`config.mk`:
```
export PLATFORM = sky130hd
export DESIGN_NAME = cplx_accum_tree_flat
export DESIGN_NICKNAME = d
export VERILOG_FILES = /design/src/rtl/cplx_accum_tree_if.sv /design/src/rtl/cplx_accum_tree.sv /design/src/flat_wrapper.sv
export SDC_FILE = /design/constraint.sdc
export NUM_CORES = 1
export LEC_CHECK = 0
export CAP_MARGIN = 40
export CORE_MARGIN = 4
export CORE_UTILIZATION = 61
export DETAILED_ROUTE_END_ITERATION = 7
export HOLD_SLACK_MARGIN = 0.05
export PLACE_DENSITY = 0.88
export SYNTH_ARGS = -nofsm -noshare
export SYNTH_HDL_FRONTEND = slang
export SYNTH_SLANG_ARGS = --single-unit
```
`constraint.sdc`:
```
create_clock -name clock -period 6.2 [get_ports clock]
set_input_delay 0.93 -clock clock [delete_from_list [all_inputs] [get_ports clock]]
set_output_delay 0.93 -clock clock [all_outputs]
set_load 0.005 [all_outputs]
```
`src/rtl/cplx_accum_tree_if.sv`:
```
// Bus between the per-lane multipliers and the complex adder-tree accumulator.
// The master drives lane data and control; the slave returns results and frame progress.
interface cplx_accum_tree_if #(
  parameter int unsigned NUM_IN    = 4,
  parameter int unsigned WIDTH     = 24,
  parameter int unsigned ACC_WIDTH = 32,
  parameter int unsigned FRAME_LEN = 16
);
  localparam int unsigned CntW = $clog2(FRAME_LEN + 1);

  logic                        clear;
  logic                        in_valid;
  logic                        in_mode;
  logic [NUM_IN*WIDTH-1:0]     in_real;
  logic [NUM_IN*WIDTH-1:0]     in_imag;
  logic                        out_valid;
  logic [ACC_WIDTH-1:0]        out_real;
  logic [ACC_WIDTH-1:0]        out_imag;
  logic                        out_sat;
  logic [CntW-1:0]             frame_cnt;

  modport master (
    output clear, in_valid, in_mode, in_real, in_imag,
    input  out_valid, out_real, out_imag, out_sat, frame_cnt
  );

  modport slave (
    input  clear, in_valid, in_mode, in_real, in_imag,
    output out_valid, out_real, out_imag, out_sat, frame_cnt
  );
endinterface

```
`src/rtl/cplx_accum_tree.sv`:
```
// Complex adder tree with per-sample or framed, saturating accumulation.
// NUM_IN lanes are reduced through log2(NUM_IN) registered levels, then one output register
// either presents the tree sum (mode 0) or folds it into a FRAME_LEN-sample accumulator (mode 1).
module cplx_accum_tree #(
  parameter int unsigned NUM_IN    = 4,
  parameter int unsigned WIDTH     = 24,
  parameter int unsigned ACC_WIDTH = 32,
  parameter int unsigned FRAME_LEN = 16
) (
  input logic               clock,
  input logic               reset_n,
  cplx_accum_tree_if.slave  bus
);

  localparam int          N    = int'(NUM_IN);
  localparam int          L    = $clog2(NUM_IN);
  localparam int          TW   = int'(WIDTH) + L;
  localparam int unsigned CntW = $clog2(FRAME_LEN + 1);

  if (NUM_IN < 2 || (NUM_IN & (NUM_IN - 1)) != 0) begin : gen_bad_num_in
    $error("cplx_accum_tree: NUM_IN must be a power of 2 and at least 2");
  end
  if (ACC_WIDTH < WIDTH + L) begin : gen_bad_acc_width
    $error("cplx_accum_tree: ACC_WIDTH must be at least WIDTH + log2(NUM_IN)");
  end
  if (FRAME_LEN < 1) begin : gen_bad_frame_len
    $error("cplx_accum_tree: FRAME_LEN must be at least 1");
  end

  // Heap-ordered tree: node k sums nodes 2k and 2k+1; leaves sit at N..2N-1, root at 1.
  // Every node is held at the final width; the upper bits of shallow levels are plain
  // sign extension, so each level effectively widens by one bit and cannot overflow.
  logic signed [TW-1:0] re_n [2:2*N-1];
  logic signed [TW-1:0] im_n [2:2*N-1];
  logic signed [TW-1:0] re_q [1:N-1];
  logic signed [TW-1:0] im_q [1:N-1];
  logic [L-1:0]         vld_q;
  logic [L-1:0]         mode_q;

  // Gather tree node operands: registered internal nodes plus sign-extended input lanes.
  always_comb begin
    for (int k = 2; k < N; k++) begin
      re_n[k] = re_q[k];
      im_n[k] = im_q[k];
    end
    for (int k = 0; k < N; k++) begin
      re_n[N+k] = TW'($signed(bus.in_real[k*int'(WIDTH) +: WIDTH]));
      im_n[N+k] = TW'($signed(bus.in_imag[k*int'(WIDTH) +: WIDTH]));
    end
  end

  // Tree levels and the valid/mode shift register travelling alongside the data.
  always_ff @(posedge clock or negedge reset_n) begin
    if (!reset_n) begin
      for (int k = 1; k < N; k++) begin
        re_q[k] <= '0;
        im_q[k] <= '0;
      end
      vld_q  <= '0;
      mode_q <= '0;
    end else begin
      for (int k = 1; k < N; k++) begin
        re_q[k] <= re_n[2*k] + re_n[2*k+1];
        im_q[k] <= im_n[2*k] + im_n[2*k+1];
      end
      mode_q[0] <= bus.in_mode;
      for (int i = 1; i < L; i++) begin
        mode_q[i] <= mode_q[i-1];
      end
      // clear kills everything in flight, including a sample offered alongside it.
      if (bus.clear) begin
        vld_q <= '0;
      end else begin
        vld_q[0] <= bus.in_valid;
        for (int i = 1; i < L; i++) begin
          vld_q[i] <= vld_q[i-1];
        end
      end
    end
  end

  // Two's-complement add with clamping; returns {clamped, value}.
  function automatic logic [ACC_WIDTH:0] sat_add(input logic signed [ACC_WIDTH-1:0] a,
                                                 input logic signed [ACC_WIDTH-1:0] b);
    logic signed [ACC_WIDTH:0] s;
    s = {a[ACC_WIDTH-1], a} + {b[ACC_WIDTH-1], b};
    if (s[ACC_WIDTH] != s[ACC_WIDTH-1]) begin
      // Sign of the wide sum tells which rail was crossed.
      return {1'b1, s[ACC_WIDTH], {(ACC_WIDTH-1){~s[ACC_WIDTH]}}};
    end
    return {1'b0, s[ACC_WIDTH-1:0]};
  endfunction

  logic                        root_vld;
  logic                        root_mode;
  logic signed [ACC_WIDTH-1:0] root_re;
  logic signed [ACC_WIDTH-1:0] root_im;
  logic signed [ACC_WIDTH-1:0] acc_re_q, acc_re_d, acc_re_sum;
  logic signed [ACC_WIDTH-1:0] acc_im_q, acc_im_d, acc_im_sum;
  logic                        clamp_re, clamp_im;
  logic                        sticky_q, sticky_d;
  logic [CntW-1:0]             cnt_q, cnt_d, cnt_inc;
  logic                        frame_done;
  logic                        out_valid_q, out_valid_d;
  logic [ACC_WIDTH-1:0]        out_re_q, out_re_d;
  logic [ACC_WIDTH-1:0]        out_im_q, out_im_d;
  logic                        out_sat_q, out_sat_d;

  assign root_vld  = vld_q[L-1];
  assign root_mode = mode_q[L-1];
  assign root_re   = ACC_WIDTH'(re_q[1]);
  assign root_im   = ACC_WIDTH'(im_q[1]);

  // Output-stage next state: per-sample pass-through or framed saturating accumulation.
  always_comb begin
    {clamp_re, acc_re_sum} = sat_add(acc_re_q, root_re);
    {clamp_im, acc_im_sum} = sat_add(acc_im_q, root_im);
    cnt_inc     = cnt_q + CntW'(1);
    frame_done  = (cnt_inc == CntW'(FRAME_LEN));
    acc_re_d    = acc_re_q;
    acc_im_d    = acc_im_q;
    sticky_d    = sticky_q;
    cnt_d       = cnt_q;
    out_valid_d = 1'b0;
    out_re_d    = out_re_q;
    out_im_d    = out_im_q;
    out_sat_d   = out_sat_q;
    if (bus.clear) begin
      acc_re_d = '0;
      acc_im_d = '0;
      sticky_d = 1'b0;
      cnt_d    = '0;
    end else if (root_vld) begin
      if (!root_mode) begin
        // Mode 0 leaves the frame state alone so it can be interleaved inside a frame.
        out_valid_d = 1'b1;
        out_re_d    = root_re;
        out_im_d    = root_im;
        out_sat_d   = 1'b0;
      end else if (frame_done) begin
        out_valid_d = 1'b1;
        out_re_d    = acc_re_sum;
        out_im_d    = acc_im_sum;
        out_sat_d   = sticky_q | clamp_re | clamp_im;
        acc_re_d    = '0;
        acc_im_d    = '0;
        sticky_d    = 1'b0;
        cnt_d       = '0;
      end else begin
        acc_re_d = acc_re_sum;
        acc_im_d = acc_im_sum;
        sticky_d = sticky_q | clamp_re | clamp_im;
        cnt_d    = cnt_inc;
      end
    end
  end

  // Output-stage and accumulator registers.
  always_ff @(posedge clock or negedge reset_n) begin
    if (!reset_n) begin
      acc_re_q    <= '0;
      acc_im_q    <= '0;
      sticky_q    <= 1'b0;
      cnt_q       <= '0;
      out_valid_q <= 1'b0;
      out_re_q    <= '0;
      out_im_q    <= '0;
      out_sat_q   <= 1'b0;
    end else begin
      acc_re_q    <= acc_re_d;
      acc_im_q    <= acc_im_d;
      sticky_q    <= sticky_d;
      cnt_q       <= cnt_d;
      out_valid_q <= out_valid_d;
      out_re_q    <= out_re_d;
      out_im_q    <= out_im_d;
      out_sat_q   <= out_sat_d;
    end
  end

  assign bus.out_valid = out_valid_q;
  assign bus.out_real  = out_re_q;
  assign bus.out_imag  = out_im_q;
  assign bus.out_sat   = out_sat_q;
  assign bus.frame_cnt = cnt_q;

endmodule

```
`src/flat_wrapper.sv`:
```
// flat-port wrapper written by rule: the top's interface ports become plain ports
module cplx_accum_tree_flat 
#(
  parameter int unsigned NUM_IN    = 4,
  parameter int unsigned WIDTH     = 24,
  parameter int unsigned ACC_WIDTH = 32,
  parameter int unsigned FRAME_LEN = 16
)
  (clock, reset_n, bus_clear, bus_in_valid, bus_in_mode, bus_in_real, bus_in_imag, bus_out_valid, bus_out_real, bus_out_imag, bus_out_sat, bus_frame_cnt);
  cplx_accum_tree_if #(.NUM_IN(NUM_IN), .WIDTH(WIDTH), .ACC_WIDTH(ACC_WIDTH), .FRAME_LEN(FRAME_LEN)) bus_i ();
  input logic clock;
  input logic reset_n;
  input wire logic [$bits(bus_i.clear)-1:0] bus_clear;
  input wire logic [$bits(bus_i.in_valid)-1:0] bus_in_valid;
  input wire logic [$bits(bus_i.in_mode)-1:0] bus_in_mode;
  input wire logic [$bits(bus_i.in_real)-1:0] bus_in_real;
  input wire logic [$bits(bus_i.in_imag)-1:0] bus_in_imag;
  output wire logic [$bits(bus_i.out_valid)-1:0] bus_out_valid;
  output wire logic [$bits(bus_i.out_real)-1:0] bus_out_real;
  output wire logic [$bits(bus_i.out_imag)-1:0] bus_out_imag;
  output wire logic [$bits(bus_i.out_sat)-1:0] bus_out_sat;
  output wire logic [$bits(bus_i.frame_cnt)-1:0] bus_frame_cnt;
  assign bus_i.clear = bus_clear;
  assign bus_i.in_valid = bus_in_valid;
  assign bus_i.in_mode = bus_in_mode;
  assign bus_i.in_real = bus_in_real;
  assign bus_i.in_imag = bus_in_imag;
  assign bus_out_valid = bus_i.out_valid;
  assign bus_out_real = bus_i.out_real;
  assign bus_out_imag = bus_i.out_imag;
  assign bus_out_sat = bus_i.out_sat;
  assign bus_frame_cnt = bus_i.frame_cnt;
  cplx_accum_tree #(.NUM_IN(NUM_IN), .WIDTH(WIDTH), .ACC_WIDTH(ACC_WIDTH), .FRAME_LEN(FRAME_LEN)) u_core (.clock(clock), .reset_n(reset_n), .bus(bus_i));
endmodule
```
==> results.toml <==
[power]
p_comb_share_pct = 43.4
p_clk_share_pct = 23.5
p_int_mw = 5.29
irDropWorstVdd_mv = 0.233
p_leak_nw = 10.8
pwr-share-seq_pct = 33.2
powerDensity_mw_per_mm2 = 358
p_switching_mw = 3.11
sw_frac_of_total_pct = 37.0

[die]
fp.dieW_um = 186
core_mm2 = 0.0309
start_util_pct = 62.6
die_h_um = 186
rows = 64
ios = 268
dieArea_mm2 = 0.0347

[placed_design]
hpwl_mm = 38.9
gp_congestion = 0.942
dp_cells = 2675
pre_cts_ws_ns = 1.30
portBuffers = 267

[sta]
hold_violations = 0
post-route-period-util_pct = 74.4
worstMarginPinSlew_ns = 1.11
fin_skew_ns = 0.0135
fmax_mhz = 217
setup_violations = 0
grt_setup_unrepaired = "no"
worst_slack_ns = 1.59
holdWs_ns = 0.361
maxSlewViolCount = 0
tns_ns = 0
period_needed_ns = 4.61
relSlewSlack_pct = 26.2

[synthesis]
postSynthCellCount = 2058
synthArstFlopShare_pct = 100
yosys_warnings = 0
synth_top_flop_cell = "dfrtp_1"
synth_area_leader_cell = "dfrtp_1"
synth.net_count = 2474
yosysTopAreaCellShare_pct = 37.7
ys_types = 91
synthTopCellsByArea = "dfrtp_1 38%, ha_1 14%, xnor2_1 5.4%"
syn_area_mm2 = 0.0194
synth_seq_area_share_pct = 37.7
syn_avg_cell_area_um2 = 9.41
ys_seq_elements = 292
synth_edf_count = 0

[clock_tree]
worstSkewPairLatency_ns = 0.57
htree_levels = 1
cts_sinks = 292
cts_resized = 0
clkSlewWorstSetupHoldPaths_ns = 0.06
clockBufferDepth = 3
hold_buffers = 0
numCtsBuffers = 31
cts_setup_buffers = 0
cts_tree = "done"
root_buffer = "clkbuf_16"

[final_layout]
final_cell_mix = "292 x dfrtp_1, 266 x clkdlybuf4s50_1, 211 x ha_1"
syn_to_final_growth_pct = 21.3
nNetsFinal = 2729
mostFrequentLayoutCell = "dfrtp_1"
final_core_util_pct = 76.0
drive_gt1_share_pct = 4.50
final_cells = 2732

[detailed_routing]
drtIter0Drc = 1278
drc = 0
wl_per_cell_um = 19.1
ant_nets = 0
viasPerCell = 6.23
wl_mm = 52.1
dr_total_vias = 17000
drt_pre_antenna_iters = 5

[setup_path]
worstPathArrival_ns = 5.05
r2r_slack_ns = 1.59
crit_type = "reg2reg"
cp-end-kind = "flop"
start_kind = "flop"
cp_max_fo = 22
crit_required_ns = 6.64

[grt]
grt_pass1_vias = 16800
grt_usage_pct = 29.1
grt_max_degree = 151
grt-ovfl-total = 0
grt_pass1_wl_mm = 83.3
antenna_found_initial = 2

[status]
status = "complete, no violations"

[min_path]
min_path_type = "reg2reg"

[run]
maxCapViolCount = 0
## routing by layer
| metal | part of all wire [%] | global-route usage [%] | up-vias | routed length (µm) |
|---|---|---|---|---|
| met5 | 0.031 | 0 | - | 16 |
| met4 | 2.2 | 6.94 | 2 | 1170 |
| met3 | 7.4 | 4.32 | 84 | 3870 |
| met2 | 47 | 47.8 | 687 | 24400 |
| met1 | 44 | 41.2 | 8201 | 22700 |
| li1 | - | - | 8058 | - |
## state kept, by name (all words and copies together) (netlist names), 5 cells and up
| signal | count |
|---|---|
| u_core.im_n | 50 |
| u_core.bus.frame_cnt | 5 |
| u_core.re_n | 50 |
| u_core.bus.out_imag | 32 |
| u_core.acc_re_q | 32 |
| u_core.bus.out_real | 32 |
| u_core.im_q | 26 |
| u_core.acc_im_q | 32 |
| u_core.re_q | 26 |
## area by class of cell
type | instances | area (µm²)
clock buffer | 41 | 883
multi-input combinational | 1637 | 11500
antenna | 1 | 2.50
clock inverter | 14 | 204
tap | 396 | 495
inverter | 76 | 285
timing repair buffer | 275 | 2750
sequential | 292 | 7310
fill | 2162 | 7430
## critical path, stage by stage (launching register included)
cell	delay (ns)
dfrtp_1	0.42
ha_1	0.33
a211oi_1	0.30
o211ai_1	0.21
a221o_1	0.37
a31oi_1	0.30
o21a_1	0.24
a22o_2	0.23
a2111oi_1	0.08
a31oi_2	0.77
nand2_1	0.78
o21ai_0	0.47
## path summary, 6_finish.rpt
kind | start | to | depth (start not counted)
worst max-delay path | u_core.acc_re_q[1] | u_core.acc_re_q[3] | 11
worst min-delay path | u_core.mode_q[0] | u_core.mode_q[1] | 0
worst max register to register | u_core.acc_re_q[1] | u_core.acc_re_q[3] | 11
worst min register to register | u_core.mode_q[0] | u_core.mode_q[1] | 0
max in group asynchronous | reset_n | u_core.bus.frame_cnt[3] | 2
min in group asynchronous | reset_n | u_core.bus.out_real[0] | 1
## per-stage QoR
stage	total power, mW	cell area [µm²]
after floorplan	5.06	19400
after global placement	6.23	22400
after detailed placement	6.36	22400
after CTS	8.37	23500
after global routing	8.91	23500
final	8.40	23500
## cells by family after synthesis
kind of cell | synth area share [%]
compound gates | 24.4
xor+xnor | 7.88
fa+ha+maj | 14.5
buf+inv | 2.70
flops | 37.7
mux | 0.187
simple gates | 12.6
## cells in the mapped netlist, drive strengths merged, types with 16 or more instances
| cell type | instances |
|---|---|
| o21ai | 159 |
| nand2 | 171 |
| nand3 | 41 |
| and3 | 22 |
| ha | 211 |
| nor3 | 31 |
| a31oi | 33 |
| dfrtp | 292 |
| clkbuf | 35 |
| xnor2 | 120 |
| a21o | 82 |
| buf | 18 |
| inv | 75 |
| o21a | 28 |
| nand2b | 19 |
| a22oi | 27 |
| nor2b | 28 |
| a21oi | 194 |
| nor2 | 132 |
| or3 | 16 |
| o21bai | 22 |
| o211ai | 53 |
| xor2 | 52 |
## power groups by stage
stage	Clock [mW]	Sequential, mW	Combinational, mW
6_report	1.97	2.78	3.64
2_1_floorplan	0	2.67	2.39
3_5_place_dp	0	2.80	3.56
3_3_place_gp	0	2.77	3.46
5_1_grt	2.08	2.82	4.01
4_1_cts	1.99	2.77	3.61
No activity file was read; power rests on OpenSTA's default activity.
